`src/rtl/max_return_counter.sv`:
```
// Per-axis peak tracker: records the brightest ADC sample of a servo sweep,
// counts steps taken since that peak, then requests return steps back to it.
module max_return_counter #(
  parameter int unsigned CNT_W  = 9,
  parameter int unsigned DATA_W = 8,
  parameter int unsigned HYST   = 0
) (
  input  logic              CLK,
  input  logic              RESET,
  input  logic              START,
  input  logic              STEP_EN,
  input  logic [DATA_W-1:0] ADC_DATA,
  input  logic              ADC_VALID,
  input  logic              MC,
  input  logic              RET_STEP,
  output logic              CNT_RU,
  output logic              DONE,
  output logic [DATA_W-1:0] MAX_VAL,
  output logic [CNT_W-1:0]  COUNT,
  output logic              OVF
);

  localparam int unsigned CMP_W = DATA_W + 1;

  localparam logic [1:0] S_IDLE   = 2'd0;
  localparam logic [1:0] S_SWEEP  = 2'd1;
  localparam logic [1:0] S_RETURN = 2'd2;
  localparam logic [1:0] S_FIN    = 2'd3;

  localparam logic [CNT_W-1:0] CNT_MAX = '1;

  logic [1:0]        state_q, state_d;
  logic [CNT_W-1:0]  count_q, count_d;
  logic [DATA_W-1:0] max_q, max_d;
  logic              ovf_q, ovf_d;
  logic              cnt_ru_q, cnt_ru_d;
  logic              done_q, done_d;
  logic              new_peak_c;

  // Threshold is widened by one bit so MAX_VAL+HYST can never wrap.
  always_comb begin
    new_peak_c = ADC_VALID &&
                 ({1'b0, ADC_DATA} > ({1'b0, max_q} + CMP_W'(HYST)));
  end

  // Next-state, counter and peak update.
  always_comb begin
    state_d = state_q;
    count_d = count_q;
    max_d   = max_q;
    ovf_d   = ovf_q;
    if (START) begin
      state_d = S_SWEEP;
      count_d = '0;
      max_d   = '0;
      ovf_d   = 1'b0;
    end else begin
      case (state_q)
        S_SWEEP: begin
          if (new_peak_c) begin
            // Sample belongs to the pre-step position, so a concurrent step counts as one.
            max_d   = ADC_DATA;
            count_d = STEP_EN ? CNT_W'(1) : '0;
          end else if (STEP_EN) begin
            if (count_q == CNT_MAX) begin
              ovf_d = 1'b1;
            end else begin
              count_d = count_q + CNT_W'(1);
            end
          end
          if (MC) begin
            state_d = (count_d != '0) ? S_RETURN : S_FIN;
          end
        end
        S_RETURN: begin
          if (RET_STEP) begin
            count_d = count_q - CNT_W'(1);
            if (count_q == CNT_W'(1)) begin
              state_d = S_FIN;
            end
          end
        end
        S_FIN:   state_d = S_IDLE;
        default: state_d = S_IDLE;
      endcase
    end
    cnt_ru_d = (state_d == S_RETURN);
    done_d   = (state_d == S_FIN);
  end

  always_ff @(posedge CLK) begin
    if (RESET) begin
      state_q  <= S_IDLE;
      count_q  <= '0;
      max_q    <= '0;
      ovf_q    <= 1'b0;
      cnt_ru_q <= 1'b0;
      done_q   <= 1'b0;
    end else begin
      state_q  <= state_d;
      count_q  <= count_d;
      max_q    <= max_d;
      ovf_q    <= ovf_d;
      cnt_ru_q <= cnt_ru_d;
      done_q   <= done_d;
    end
  end

  assign CNT_RU  = cnt_ru_q;
  assign DONE    = done_q;
  assign MAX_VAL = max_q;
  assign COUNT   = count_q;
  assign OVF     = ovf_q;

endmodule

```
`config.mk`:
```
export PLATFORM = sky130hd
export DESIGN_NAME = max_return_counter
export DESIGN_NICKNAME = d
export VERILOG_FILES = /design/src/rtl/max_return_counter.sv
export SDC_FILE = /design/constraint.sdc
export NUM_CORES = 1
export LEC_CHECK = 0
export CAP_MARGIN = 20
export CORE_ASPECT_RATIO = 2
export CORE_MARGIN = 1.5
export CORE_UTILIZATION = 30
export CTS_CLUSTER_DIAMETER = 150
export DETAILED_ROUTE_END_ITERATION = 8
export PLACE_DENSITY = 0.6
export SLEW_MARGIN = 15
export SYNTH_ARGS = -nofsm -noshare
export SYNTH_HDL_FRONTEND = slang
export SYNTH_SLANG_ARGS = --single-unit
```
`constraint.sdc`:
```
create_clock -name CLK -period 2.4 [get_ports CLK]
set_clock_uncertainty 0.1 [all_clocks]
set_input_delay 0.24 -clock CLK [delete_from_list [all_inputs] [get_ports CLK]]
set_output_delay 0.24 -clock CLK [all_outputs]
set_load 0.02 [all_outputs]
```
Yosys cells after proc, flatten, opt, wreduce, memory -nomap -nowiden
Index checks and enable logic that the tools add are counted.
- add/sub/neg operators: 2
- magnitude comparators: 1
- equality and inequality tests: 7
- multiplexer cells: 14
- bitwise operators: 1
- reduce and logical (&&, ||, !) cells: 7
- operator list (kind ; number):
    two-way mux 9 bit ; 6
    case mux 9 bit (2 select lines) ; 1
    adder 9 x 1 -> 9 bit, second input constant ; 1
    == test 9 x 1 -> 1 bit, second input constant ; 1
    == test 9 bit, second input constant ; 1
    nonzero test 9 bit ; 1
    subtractor 9 x 1 -> 9 bit, second input constant ; 1
    greater-than comparator 8 bit ; 1
    two-way mux 2 bit ; 4
    == test 2 bit, second input constant ; 3
    case mux 2 bit (2 select lines) ; 1
    AND reduction 2 bit ; 2
    AND reduction 4 bit ; 1
    == test 2 x 1 -> 1 bit, second input constant ; 1
    two-way mux 1 bit ; 2
    != test 2 bit, second input constant ; 1
    nonzero test 2 bit ; 1
    OR reduction 2 bit ; 1
    logical AND 1 bit ; 1
    NOT 1 bit ; 1
- flip-flop bits (word level): 22
- logic and storage cells: 38

Depth between registers and ports, before layout
- depth in word-level cells: 12
- depth in mapped cells: 9
- gate-level depth less buffers: 8

Worst setup path after synthesis
Ideal clock, no wire load.
- path type: register to register
- start point: register max_q[2], in the netlist MAX_VAL[2]
- end point: register cnt_ru_q, in the netlist CNT_RU
- library setup time: 0.115 ns
- data arrival time: 2.074 ns
- data required time: 2.185 ns
- path slack: 0.111 ns
- cell stages (with the launch flop): 10
- path buffers: 1
- path through: dfxtp_1 inv_1 ha_1 and4_2 nand3b_1 a21oi_2 nor2_2 clkbuf_8 o221a_2 o21a_1
- cells in the longest elaborated chain, start to end: 11
- RTL lines (what ; RTL line ; source):
    start: declaration ; 34 ; logic [DATA_W-1:0] max_q, max_d;
    start signal: assignment ; 102 ; max_q <= max_d;
    greater-than comparator 8 bit ; 43 ; ({1'b0, ADC_DATA} > ({1'b0, max_q} + CMP_W'(HYST)));
    logical AND 1 bit ; 42 ; new_peak_c = ADC_VALID &&
    two-way mux 9 bit ; 60 ; if (new_peak_c) begin
    two-way mux 9 bit ; 58 ; case (state_q)
    two-way mux 9 bit ; 52 ; if (START) begin
    nonzero test 9 bit ; 72 ; state_d = (count_d != '0) ? S_RETURN : S_FIN;
    two-way mux 1 bit ; 72 ;
    two-way mux 2 bit ; 71 ; if (MC) begin
    case mux 2 bit (2 select lines) ; 58 ;
    two-way mux 2 bit ; 52 ;
    == test 2 bit ; 87 ; cnt_ru_d = (state_d == S_RETURN);
    end signal: assignment ; 104 ; cnt_ru_q <= cnt_ru_d;
    end: declaration ; 36 ; logic cnt_ru_q, cnt_ru_d;
Every way passes these cells. The select of a mux whose other input is x is not followed.
A chain may end at the register's enable or synchronous reset.

Worst setup path in the final report
- start point: input ADC_DATA[1]
- end point: register count_q[7], in the netlist COUNT[7]
- cells in the longest elaborated chain, start to end: 6
- RTL lines (what ; RTL line ; source):
    start: declaration ; 12 ; input logic [DATA_W-1:0] ADC_DATA,
    greater-than comparator 8 bit ; 43 ;
    logical AND 1 bit ; 42 ;
    two-way mux 9 bit ; 60 ;
    two-way mux 9 bit ; 58 ;
    two-way mux 9 bit ; 52 ;
    case mux 9 bit (2 select lines) ; 58 ;
    end signal: assignment ; 101 ; count_q <= count_d;
    end: declaration ; 33 ; logic [CNT_W-1:0] count_q, count_d;
Every way passes these cells. The select of a mux whose other input is x is not followed.

==> impl_metrics.csv <==
group,metric,value,unit
pwr,p_total,0.890,mW
worst_setup_path,crit_chain,"clkdlybuf4s50_1, ha_1, nor2b_1, o211ai_1, a21o_2, buf_4, a31oi_1, or3_1, a21oi_1",
worst_setup_path,worstSetupPathType,"in -> reg",
pwr,comb_power_share,18.5,%
global_routing,grt-ovfl-total,0,
synthesis,yosys_most_used_dff,"dfxtp_1",
routing,wl_per_cell,15.8,um
cts,cts_tree,"done",
layout,final-seq-area,440,um^2
sta,worst_slack,125,ps
synthesis,yosysSeqAreaShare,24.3,%
cts,path_clk_slew,60,ps
worst_setup_path,critPathSlowestCell,"clkdlybuf4s50_1",
routing,drt-initial-drc-count,48,
pwr,vdd_ir_drop_max,273,uV
pwr,p_int,0.667,mW
sta,rsz0062_at_grt,"false",
placement,dpl_cell_area,2290,um^2
sta,whs,379,ps
synthesis,synth.largest_area_cell,"dfxtp_1",
global_routing,first_global_vias,1877,
layout,drive_gt1_share,16.9,%
synthesis,ys_ff_latch,22,
flow_run,maxCapViolations,0,
worst_setup_path,end_kind,"flop",
synthesis,synthAdderAreaFrac,9.65,%
sta,setup_viol,0,
synthesis,synth_compound_area_share,24.9,%
pwr,seq_power_share,41.6,%
cts,cts_buffer_depth,2,
worst_setup_path,required,2470,ps
pwr,p_clk_share,39.9,%
floorplanning,io_pins,35,
sta,hold_violations,0,
floorplanning,dieHeight,113,um
placement,place_hpwl,4310,um
pwr,p_per_area,373,nW/um^2
layout,nFillCells,613,
global_routing,track_usage,16.7,%
layout,finalNonFillerCells,333,
synthesis,synth_edf_count,0,
global_routing,antenna_found_initial,0,
synthesis,syn_nets,253,
synthesis,yosys.area.top_type_share,24.3,%
synthesis,yosys-top-cells-area,"dfxtp_1, ha_1, a21oi_1, nor2_1, mux2i_1",
sta,timing.fmax,0.439,GHz
routing,antenna_left,0,
cts,hold_buffers,0,
cts,clock_sinks,22,
floorplanning,start_util,31.5,%
cts,cts_buffers,3,
placement,dp_cells,330,
worst_setup_path,crit_family,"compound AO/OA/AOI/OAI gates",
worst_setup_path,cp.buffers_inverters,2,
synthesis,async_flop_share,0,%
cts,clk_latency,250,ps
sta,max_slew_margin,67.6,%
sta,layout_min_cycle_time,2280,ps
cts,cts-root-buf,"clkbuf_16",
layout,fin_area,2380,um^2
synthesis,synthesis.area,1820,um^2
floorplanning,rows,39,
placement,gp_congestion,0.905,
synthesis,synth.distinct_cells,53,
synthesis,synthMuxAreaShare,4.41,%
worst_setup_path,critPathLaunchType,"primary input",
hold_path,hold_path_class,"reg -> reg",
layout,diodes,0,
floorplanning,dieArea,6560,um^2
placement,portBuffers,34,
cts,cts_resized,0,
pwr,power.switching,0.223,mW
pwr,p_sw_share,25.1,%
synthesis,avgSynthCellArea,8.10,um^2
sta,period_share,94.8,%
sta,max_slew.worst_pin.slew,484,ps
synthesis,synth-simple-area-share,24.7,%
global_routing,grt_max_degree,16,
sta,slew_viol_final,0,
synthesis,synthXorXnorAreaFrac,1.93,%
worst_setup_path,crit_arrival,2340,ps
layout,final_nets,303,
routing,wl,5260,um
synthesis,ys_warn_count,0,
synthesis,syn_inst,224,
layout,area_delta_synth_final,31.3,%
worst_setup_path,slowest_delay,440,ps
cts,htree_levels,1,
pwr,p_leak,0.984,nW
cts,postCtsSetupBuffers,0,
routing,dr.pass1.iters,6,
global_routing,grt_pass1_wl,8520,um
layout,multi_input_area,1210,um^2
outcome,status,"finished, final reports clean",
worst_setup_path,crit_fanout,2,
synthesis,synth_top_family_by_area,"compound AO/OA/AOI/OAI gates",
placement,dp_slack,-200,ps
routing,drc,0,
routing,viasPerCell,5.60,
floorplanning,design.core.area,5760,um^2
floorplanning,die_w,58.0,um
routing,num_vias,1866,
cell usage after synthesis (2+ instances only):
cell type and n:
dfxtp_1 22, clkbuf_1 4, nand4b_1 2, o22ai_1 4, xor2_1 2, nor2b_1 2
buf_6 2, inv_1 17, nor2_1 24, xnor2_1 2, a31oi_1 5, a211oi_1 2
o211ai_1 2, or2_2 2, nand2_1 14, clkbuf_8 5, mux2i_1 8, and3_1 6
nand3_1 9, nor3_1 6, ha_1 14, a21o_1 2, a21oi_1 19, a41oi_1 2
o2111ai_1 2, a21o_2 2, and4_1 2, o21ai_0 16
layer usage:
metal / track usage (%) / wire length (um) / vias to the layer above
met5: 0 / 0 / -
met3: 1.37 / 157 / 19
met1: 15.4 / 1750 / 880
met4: 9.77 / 267 / 0
li1: - / - / 908
met2: 33.3 / 3080 / 59
tightest hold or removal path: cells and delay by family, from the launching register on:
family	cells	cell delay [ps]
flip-flops	1	330
AO/OA/AOI/OAI	1	50
AND/OR/NAND/NOR	1	70
final timing paths:
path / start / endpoint / slack [ps] / depth (start not counted)
min reg2reg: OVF / OVF / 380 / 2
max: ADC_DATA[1] / COUNT[7] / 120 / 9
min: OVF / OVF / 380 / 2
max reg2reg: MAX_VAL[1] / COUNT[7] / 170 / 9
sequential cells by signal (all words and copies together) (netlist names):
name	cells
COUNT	9
CNT_RU	1
state_q	2
MAX_VAL	8
OVF	1
DONE	1
cell type report:
type                            count  share of cell area (%)
Tap cell                           61                    3.20
Multi-Input combinational cell    172                    50.7
Inverter                           17                    2.68
Clock buffer                        3                    3.15
Timing Repair Buffer               58                    21.8
Sequential cell                    22                    18.5
logic make-up after synthesis:
family,count (synthesis)
AOI/OAI and AO/OA,66
DFF,22
xor gates and xnor gates,4
and+or+nand+nor,80
muxes,8
buffers and inverters,30
adders and majority gates,14
cell usage in the layout (no fill, tap or decap), types with 2 or more instances in the layout:
cell,instances
a31oi_1,5
xor2_1,2
a21o_2,2
o21ai_0,16
nor3_1,6
or2_2,2
a21oi_1,19
ha_1,14
xnor2_1,2
buf_4,24
and4_1,2
o22ai_1,4
dfxtp_1,22
nand2_1,14
a21o_1,2
o2111ai_1,2
nand4b_1,2
mux2i_1,8
clkbuf_16,3
clkdlybuf4s50_1,34
inv_1,17
nor2_1,24
and3_1,6
nor2b_1,2
nand3_1,9
a211oi_1,2
a41oi_1,2
o211ai_1,2
metrics by stage:
| step | utilization [%] | setup TNS [ps] |
|---|---|---|
| after floorplan | - | 0 |
| after global placement | 39.8 | -2110 |
| after detailed placement | 39.8 | -2290 |
| after CTS | 41.1 | 0 |
| after global routing | 41.4 | 0 |
| final | 41.4 | 0 |
power by group through the flow:
stage | registers [mW] | clock network (mW) | logic [mW]
2_1_floorplan | 0.382 | 0 | 0.0891
3_3_place_gp | 0.379 | 0 | 0.162
3_5_place_dp | 0.379 | 0 | 0.162
4_1_cts | 0.371 | 0.362 | 0.162
5_1_grt | 0.371 | 0.371 | 0.179
6_report | 0.371 | 0.355 | 0.164
No activity file was read; power rests on OpenSTA's default activity.
